`config.mk`:
```
export PLATFORM = sky130hd
export DESIGN_NAME = serial_add_ctrl
export DESIGN_NICKNAME = d
export VERILOG_FILES = /design/src/rtl/serial_add_ctrl.sv
export SDC_FILE = /design/constraint.sdc
export NUM_CORES = 1
export LEC_CHECK = 0
export CORE_MARGIN = 2
export CORE_UTILIZATION = 45
export DETAILED_ROUTE_END_ITERATION = 16
export GPL_TIMING_DRIVEN = 0
export PLACE_DENSITY = 0.76
export REMOVE_ABC_BUFFERS = 1
export SKIP_LAST_GASP = 1
export SLEW_MARGIN = 15
export SYNTH_ARGS = -nofsm -noshare
export SYNTH_HDL_FRONTEND = slang
export SYNTH_HIERARCHICAL = 1
export SYNTH_SLANG_ARGS = --single-unit
```
`constraint.sdc`:
```
create_clock -name Clk -period 1.9 [get_ports Clk]
set_clock_uncertainty 0.1 [all_clocks]
set_input_delay 0.38 -clock Clk [delete_from_list [all_inputs] [get_ports Clk]]
set_output_delay 0.38 -clock Clk [all_outputs]
set_load 0.05 [all_outputs]
```
`src/rtl/serial_add_ctrl.sv`:
```
//------------------------------------------------------------------------------
// serial_add_ctrl : bit-serial adder, one full-adder cell reused over WIDTH edges
// Rev 1.0
//------------------------------------------------------------------------------
`default_nettype none

module serial_add_half_adder (
   input  logic a,
   input  logic b,
   output logic s,
   output logic c
);
   assign s = a ^ b;
   assign c = a & b;
endmodule

module serial_add_ctrl #(
   parameter int WIDTH = 8
) (
   input  logic             Clk,
   input  logic             Rst_n,
   input  logic             Start,
   input  logic [WIDTH-1:0] A,
   input  logic [WIDTH-1:0] B,
   output logic             Busy,
   output logic             Done,
   output logic [WIDTH-1:0] Sum,
   output logic             CarryOut
);

   localparam int CNT_W = (WIDTH > 1) ? $clog2(WIDTH) : 1;
   localparam logic [CNT_W-1:0] LAST_CNT = CNT_W'(WIDTH - 1);

   typedef enum logic [1:0] {
      ST_IDLE = 2'd0,
      ST_RUN  = 2'd1,
      ST_DONE = 2'd2
   } state_t;

   state_t             state_q, state_d;
   logic [WIDTH-1:0]   a_sr_q, a_sr_d;
   logic [WIDTH-1:0]   b_sr_q, b_sr_d;
   logic [WIDTH-1:0]   sum_sr_q, sum_sr_d;
   logic [WIDTH-1:0]   sum_q, sum_d;
   logic               carry_q, carry_d;
   logic               cout_q, cout_d;
   logic [CNT_W-1:0]   cnt_q, cnt_d;

   logic               ha0_s, ha0_c, ha1_s, ha1_c;
   logic               bit_sum, carry_next;
   logic [WIDTH-1:0]   sum_shift;

   // Full adder = two half adders; carry is the OR of their carries.
   serial_add_half_adder u_ha0 (
      .a (a_sr_q[0]),
      .b (b_sr_q[0]),
      .s (ha0_s),
      .c (ha0_c)
   );

   serial_add_half_adder u_ha1 (
      .a (ha0_s),
      .b (carry_q),
      .s (ha1_s),
      .c (ha1_c)
   );

   assign bit_sum    = ha1_s;
   assign carry_next = ha0_c | ha1_c;

   always_comb begin
      sum_shift            = sum_sr_q >> 1;
      sum_shift[WIDTH-1]   = bit_sum;
   end

   always_comb begin
      state_d  = state_q;
      a_sr_d   = a_sr_q;
      b_sr_d   = b_sr_q;
      sum_sr_d = sum_sr_q;
      sum_d    = sum_q;
      carry_d  = carry_q;
      cout_d   = cout_q;
      cnt_d    = cnt_q;
      case (state_q)
         ST_IDLE: begin
            if (Start) begin
               a_sr_d  = A;
               b_sr_d  = B;
               carry_d = 1'b0;
               cnt_d   = '0;
               state_d = ST_RUN;
            end
         end
         ST_RUN: begin
            a_sr_d   = a_sr_q >> 1;
            b_sr_d   = b_sr_q >> 1;
            sum_sr_d = sum_shift;
            carry_d  = carry_next;
            cnt_d    = cnt_q + CNT_W'(1);
            // Final bit: publish result including this edge's sum bit and carry.
            if (cnt_q == LAST_CNT) begin
               sum_d   = sum_shift;
               cout_d  = carry_next;
               state_d = ST_DONE;
            end
         end
         ST_DONE: state_d = ST_IDLE;
         default: state_d = ST_IDLE;
      endcase
   end

   always_ff @(posedge Clk or negedge Rst_n) begin
      if (!Rst_n) begin
         state_q  <= ST_IDLE;
         a_sr_q   <= '0;
         b_sr_q   <= '0;
         sum_sr_q <= '0;
         sum_q    <= '0;
         carry_q  <= 1'b0;
         cout_q   <= 1'b0;
         cnt_q    <= '0;
      end else begin
         state_q  <= state_d;
         a_sr_q   <= a_sr_d;
         b_sr_q   <= b_sr_d;
         sum_sr_q <= sum_sr_d;
         sum_q    <= sum_d;
         carry_q  <= carry_d;
         cout_q   <= cout_d;
         cnt_q    <= cnt_d;
      end
   end

   assign Busy     = (state_q != ST_IDLE);
   assign Done     = (state_q == ST_DONE);
   assign Sum      = sum_q;
   assign CarryOut = cout_q;

endmodule

`default_nettype wire

```
## After elaboration in Yosys (flattened, before gate mapping)

Index checks and enable logic that the tools add are counted.

| word-level totals | value |
|---|---|
| memories | 0 |
| bits of input ports | 19 |
| memory bits (read-only) | 0 |
| output and inout port bits | 11 |
| latch bits | 0 |
| memory bits (writable) | 0 |
| register bits | 39 |

| cells by class | value |
|---|---|
| muxes and demuxes | 11 |
| reductions and logical operators | 6 |
| div/mod/pow operators | 0 |
| $mul | 0 |
| equal/unequal tests | 5 |
| $add $sub $neg | 1 |
| $lt $le $gt $ge | 0 |
| shifts and indexed selects | 0 |
| bitwise gates (word level) | 5 |

Operators by type and width:

| cell | number |
|---|---|
| case mux 8 bit (2 select lines) | 2 |
| 2-to-1 mux 8 bit | 2 |
| case mux 3 bit (2 select lines) | 1 |
| AND reduction 2 bit | 3 |
| 2-to-1 mux 2 bit | 2 |
| != test 2 bit (second input constant) | 2 |
| case mux 2 bit (2 select lines) | 1 |
| nonzero test 2 bit | 2 |
| adder 3 x 1 -> 3 bit (second input constant) | 1 |
| equality test 3 bit (second input constant) | 1 |
| 2-to-1 mux 3 bit | 1 |
| AND 1 bit | 2 |
| equality test 2 x 1 -> 1 bit (second input constant) | 1 |
| equality test 2 bit (second input constant) | 1 |
| logical NOT 2 bit | 1 |
| case mux 1 bit (2 select lines) | 1 |
| bitwise XOR 1 bit | 2 |
| 2-to-1 mux 1 bit | 1 |
| OR 1 bit | 1 |

## Depth between registers and ports, before layout

Gate-level depths: netlist of run 1.

| depth | value |
|---|---|
| word-level depth | 4 |
| mapped depth | 5 |

## Modules after synthesis

Netlist of run 1, hierarchy kept.

By module, submodules not included:

| module | times used | area each (um2) | cells an instance | sequential area each (um2) |
|---|---|---|---|---|
| serial_add_ctrl | 1 | 1734.2 | 139 | 950.9 |
| serial_add_half_adder | 2 | 12.5 | 1 | 0.0 |

## Worst setup path before layout of run 1

Ideal clock, no wire load.

| timing path | value |
|---|---|
| path type | register -> output |
| from | register state_q[1] |
| to | output port Done |
| data required time | 1.420 ns |
| arrival time | 1.516 ns |
| cell stages (with the launch flop) | 4 |
| path buffers | 2 |
| slack | -0.096 ns |
| cells stage by stage | dfrtp_1 buf_4 clkbuf_1 nor2b_1 |

| on the way | value |
|---|---|
| word-level cells in the longest chain between the ends | 1 |

Ends and longest elaborated chain:

| what | line | text |
|---|---|---|
| start, declared | 40 | `state_t state_q, state_d;` |
| start signal, assigned | 124 | `state_q <= state_d;` |
| equality test 2 bit | 136 | `assign Done = (state_q == ST_DONE);` |
| end, declared | 26 | `output logic Done,` |

No other way between the ends.

## Worst setup path after layout of run 1

| timing path | value |
|---|---|
| from | input port Start |
| to | register b_sr_q[4] |

| on the way | value |
|---|---|
| word-level cells in the longest chain between the ends | 2 |

Ends and longest elaborated chain:

| what | line | text |
|---|---|---|
| start, declared | 22 | `input logic Start,` |
| != test 2 bit (no source line) | n/a |  |
| AND reduction 2 bit (no source line) | n/a |  |
| end signal, assigned | 126 | `b_sr_q <= b_sr_d;` |
| end, declared | 42 | `logic [WIDTH-1:0] b_sr_q, b_sr_d;` |

No other way between the ends.
A chain may end at the register's enable or synchronous reset.

==> impl_metrics.yaml, run 1 <==
floorplanning:
  ios: 30
  die_w_microns: 66.53
  core_area_sq_mm: 0.003716
  die_y_microns: 66.53
  rows: 22
  start_util_pct: 47.34
  die_area_sq_mm: 0.004426
drt:
  routed-wl-met2_microns: 1551
  num_vias: 1196
  drc_errors: 0
  highest_layer: "met4"
  post_drt_wl_per_cell_microns: 14.77
  wirelength_microns: 3234
  viasPerCell: 5.461
  first_pass_iters: 4
  m1WireLength_microns: 1515
  antenna_left: 0
  drt-initial-drc-count: 117
  route.met3.wl_microns: 125
clock_tree:
  cts.clk_slew.worst_paths_ps: 70
  cts_tree: "built"
  htree_levels: 2
  numCtsBuffers: 5
  clock_latency_ps: 290
  clock_path_buffers: 2
  cts_sinks: 38
  cts_root_buffer: "clkbuf_8"
setup_path:
  cp.arrival_ps: 1940
  crit_chain: "clkdlybuf4s50_1, or4b_1, o221a_2"
  slowest_delay_ps: 910
  crit_path_top_delay_cell: "clkdlybuf4s50_1"
  endpoint_kind: "register"
  start_kind: "input pin"
  critPathRequiredTime_ps: 1970
  path_class: "input pin to register"
  path_max_fanout: 20
  r2r_cells: 4
synth:
  synth_edf_count: 0
  ys_seq_area_share_pct: 54.05
  syn_area_per_cell_sq_um: 12.48
  synthArstFlopShare_pct: 100.0
  ys_types: 30
  ys_seq_elements: 38
  yosys_warnings: 6
  ys.flop_type: "dfrtp_1"
  synthCells: 141
  netlist_area_sq_mm: 0.001759
sta:
  period_needed_ps: 1868
  setup_viol: 0
  drv_slew: 0
  max_slew_margin_pct: 54.38
  worstMarginPinSlew_ps: 682.1
  setup_slack_ps: 31.84
  fmax_mhz: 535.3
  rsz0062_at_grt: "true"
  timing.final.hold_violations: 0
  period_share_pct: 98.32
run_status:
  status: "completed"
grt:
  grt_pass1_wl_microns: 5720
  grt_max_degree: 22
  grt_pass1_vias: 1222
  grt_usage_pct: 17.37
  overflow: 0
  antenna_found_initial: 0
place:
  routabilityCongestion: 0.7409
  placed_cells: 208
  place_ws_ps: -626.4
  placed_area_sq_mm: 0.002069
  io_buffer_count: 29
  hpwl_microns: 2162
final_layout:
  final_cell_mix: "dfrtp_1 (36), clkdlybuf4s50_1 (17), inv_1 (14)"
  fin_area_sq_mm: 0.002201
  drive_gt1_share_pct: 21.05
  fin_cells: 219
  syn_to_final_growth_pct: 25.11
  finalNetCount: 193
  final_common_cell: "dfrtp_1"
  diodes: 0
min_path:
  min_path_type: "register to register"
  min_path_cells: 1
pwr:
  ir_worst_vdd_mv: 0.7236
  p_total_mw: 3.700
  power-per-cell-area_mw_per_mm2: 1681
  p_leak_nw: 0.9617
run:
  max_cap_violations: 0
## metal layers
metal  GRT usage, %  vias up
met5              0        -
met4          7.398        0
met3          4.899        5
met2          26.75       19
met1          22.97      604
li1               -      568
## path summary, 6_finish.rpt
kind	slack, ps	end	startpoint
min in group asynchronous	480	Sum[3]$_DFFE_PN0P_	Rst_n
max	30	b_sr_q[4]$_DFFE_PN0P_	Start
min	390	cnt_q[0]$_DFFE_PN0P_	cnt_q[0]$_DFFE_PN0P_
min reg2reg	390	cnt_q[0]$_DFFE_PN0P_	cnt_q[0]$_DFFE_PN0P_
max in group asynchronous	760	state_q[1]$_DFFE_PN0P_	Rst_n
max reg2reg	110	Sum[1]$_DFFE_PN0P_	cnt_q[0]$_DFFE_PN0P_
## cell families after synthesis
logic type / after synthesis / synth area share, %
AOI/OAI and AO/OA: 22 / 10.74
buffers and inverters: 25 / 6.543
adders and majority gates: 4 / 2.845
DFF: 38 / 54.05
and+or+nand+nor: 35 / 15.08
muxes: 17 / 10.74
## per-stage QoR
| step | setup TNS, ps | utilization (%) | hold slack [ps] |
|---|---|---|---|
| floorplan | -96.92 | - | -15.59 |
| global placement | -24930 | 55.08 | 372.1 |
| detailed placement | -9054 | 55.69 | 251.3 |
| CTS | -165.9 | 59.36 | 392.2 |
| global route | -21.31 | 59.23 | 422.0 |
| finish | 0 | 59.23 | 386.8 |
## area by class of cell
type | count | area, sq um
clock buffers | 8 | 110.1
fillers | 321 | 1515
inverters | 14 | 52.55
multi-input cells | 78 | 703.2
flip-flops and latches | 38 | 958.4
well taps | 48 | 60.06
repair buffers | 33 | 316.6
## Yosys cell counts (3+ instances only)
library cell / count / area, sq um
dfrtp_1: 38 / 950.9
inv_1: 14 / 52.55
mux2_2: 13 / 146.4
a211oi_1: 10 / 75.07
nor3b_1: 10 / 75.07
nor4b_1: 10 / 87.58
buf_2: 8 / 40.04
ha_1: 4 / 50.05
nand2b_1: 3 / 18.77
o221a_2: 3 / 33.78
or4b_1: 3 / 30.03
## critical path, delay by kind of cell
family	cells	cell delay (ps)
buffers and inverters	1	910
AND/OR/NAND/NOR	1	510
AO/OA/AOI/OAI	1	140
## repair_timing
| item | CTS | global route |
|---|---|---|
| resized for setup | 20 | 5 |
| setup endpoints to repair | 37 | 17 |
| setup buffers | 2 | 0 |
| endpoints found under the hold margin | 17 | 0 |
| hold buffers | 1 | 0 |
## registers in the layout, summed over array words and instances (netlist names)
name      cells
a_sr_q        8
carry_q       1
CarryOut      1
b_sr_q        8
state_q       2
Sum           8
cnt_q         3
sum_sr_q      7
## where the power goes
part	internal (mW)	switching, mW
registers	1.21	0.270
logic	0.697	0.893
clock network	0.366	0.260
Power figures use the tool's default switching activity.
==> inputs of run 2 (changes only) <==
==> constraint.sdc (replaced) <==
create_clock -name Clk -period 1.9 [get_ports Clk]
set_clock_uncertainty 0.1 [all_clocks]
set_input_delay 0.19 -clock Clk [delete_from_list [all_inputs] [get_ports Clk]]
set_output_delay 0.19 -clock Clk [all_outputs]
set_load 0.05 [all_outputs]
==> impl_metrics.yaml, run 2 (synthesis results as in run 1) <==
clock_tree:
  cts.clk_slew.worst_paths_ps: 70
  cts_root_buffer: "clkbuf_8"
  clock_path_buffers: 2
  numCtsBuffers: 5
  clock_latency_ps: 290
  cts_setup_buffers: 0
  cts_sinks: 38
  cts_tree: "built"
  htree_levels: 2
sta:
  fmax_mhz: 559.7
  rsz0062_at_grt: "false"
  drv_slew: 0
  worstMarginPinSlew_ps: 644.0
  setup_viol: 0
  max_slew_margin_pct: 57.04
  timing.final.hold_violations: 0
  setup_slack_ps: 113.5
  period_needed_ps: 1787
  period_share_pct: 94.03
final_layout:
  fin_area_sq_mm: 0.002190
  final_cell_mix: "dfrtp_1 (36), clkdlybuf4s50_1 (26), inv_1 (14)"
  final_common_cell: "dfrtp_1"
  finalNetCount: 191
  n_fill_cell: 328
  post-route-util_pct: 58.92
  diodes: 0
  drive_gt1_share_pct: 20.12
  syn_to_final_growth_pct: 24.47
grt:
  grt_max_degree: 34
  grt_pass1_vias: 1153
  overflow: 0
  grt_usage_pct: 16.50
  antenna_found_initial: 0
  grt_pass1_wl_microns: 5430
setup_path:
  slowest_delay_ps: 400
  critical_path_buf_inv_count: 0
  path_max_fanout: 10
  endpoint_kind: "register"
  path_delay_family: "flip-flops"
  critPathRequiredTime_ps: 1970
  cpMostUsedCell: "ha_1"
  rrSetupSlack_ps: 110
  crit_chain: "ha_1, ha_1, nand3b_1, mux2_2"
  path_class: "register to register"
  crit_path_top_delay_cell: "dfrtp_1"
  start_kind: "register"
  cp.arrival_ps: 1860
min_path:
  min_path_type: "input pin to async pin"
drt:
  num_vias: 1177
  drt-initial-drc-count: 99
  first_pass_iters: 4
  wirelength_microns: 3095
  viasPerCell: 5.424
  antenna_left: 0
  drc_errors: 0
  post_drt_wl_per_cell_microns: 14.26
place:
  routabilityCongestion: 0.7409
  placed_area_sq_mm: 0.002069
  io_buffer_count: 29
  hpwl_microns: 2162
  place_ws_ps: -436.4
floorplanning:
  die_area_sq_mm: 0.004426
  ios: 30
  die_w_microns: 66.53
  die_y_microns: 66.53
  core_area_sq_mm: 0.003716
  start_util_pct: 47.34
  rows: 22
run:
  max_cap_violations: 0
pwr:
  power-per-cell-area_mw_per_mm2: 1704
  ir_worst_vdd_mv: 0.7218
  p_leak_nw: 0.9392
run_status:
  status: "completed"
## run 2: through the flow
step	TNS (ps)	hold WS (ps)	std cells	total power, mW
after floorplan	0	-205.6	130	2.614
after global placement	-14180	372.1	207	3.039
after detailed placement	-5499	61.29	208	3.131
after CTS	-67.49	282.1	217	3.771
after global routing	0	306.5	217	4.025
final	0	280.2	217	3.731
## run 2: worst reg2reg max path, stage by stage, from the launching register on
cell,delay (ps)
dfrtp_1,400
ha_1,200
ha_1,180
nand3b_1,380
mux2_2,410
## run 2: final timing paths
path / from / endpoint / depth (start not counted)
setup / recovery: cnt_q[0]$_DFFE_PN0P_ / Sum[1]$_DFFE_PN0P_ / 4
max in group asynchronous: Rst_n / state_q[1]$_DFFE_PN0P_ / 3
hold reg to reg: cnt_q[0]$_DFFE_PN0P_ / cnt_q[0]$_DFFE_PN0P_ / 1
setup reg to reg: cnt_q[0]$_DFFE_PN0P_ / Sum[1]$_DFFE_PN0P_ / 4
min in group Clk: B[7] / b_sr_q[7]$_DFFE_PN0P_ / 3
hold / removal: Rst_n / Sum[3]$_DFFE_PN0P_ / 2
## run 2: timing repair
item | CTS | global route
hold buffers | 1 | 0
endpoints found under the hold margin | 17 | 0
gates resized for setup | 6 | 5
gates cloned | 0 | 0
endpoints found under the setup margin | 20 | 2
## run 2: layer usage
| layer | up-vias | part of all wire [%] | global-route usage (%) |
|---|---|---|---|
| met4 | 0 | 1.3 | 5.867 |
| met2 | 19 | 49 | 25.37 |
| met5 | - | 0 | 0 |
| met1 | 591 | 46 | 22.31 |
| li1 | 562 | - | - |
| met3 | 5 | 3.9 | 4.730 |
## run 2: cell type report
type	count	area, sq um	share of cell area [%]
inverter	14	52.55	2.400
multi-input combinational	78	695.7	31.77
clock buffer	8	110.1	5.029
tap	48	60.06	2.743
timing repair buffer	31	312.8	14.29
sequential	38	958.4	43.77
## run 2: report_power, final
group          switching [mW]  internal [mW]
Clock                   0.260          0.366
Sequential              0.312           1.21
Combinational           0.838          0.741
Total                    1.41           2.32
==> inputs of run 3 (changes only) <==
--- a/config.mk
+++ b/config.mk
@@ -5,6 +5,7 @@
 export SDC_FILE = /design/constraint.sdc
 export NUM_CORES = 1
 export LEC_CHECK = 0
+export CAP_MARGIN = 40
 export CORE_MARGIN = 2
 export CORE_UTILIZATION = 45
 export DETAILED_ROUTE_END_ITERATION = 16
==> results of run 3 <==
Final layout, timing and power as in run 2 (identical DEF).
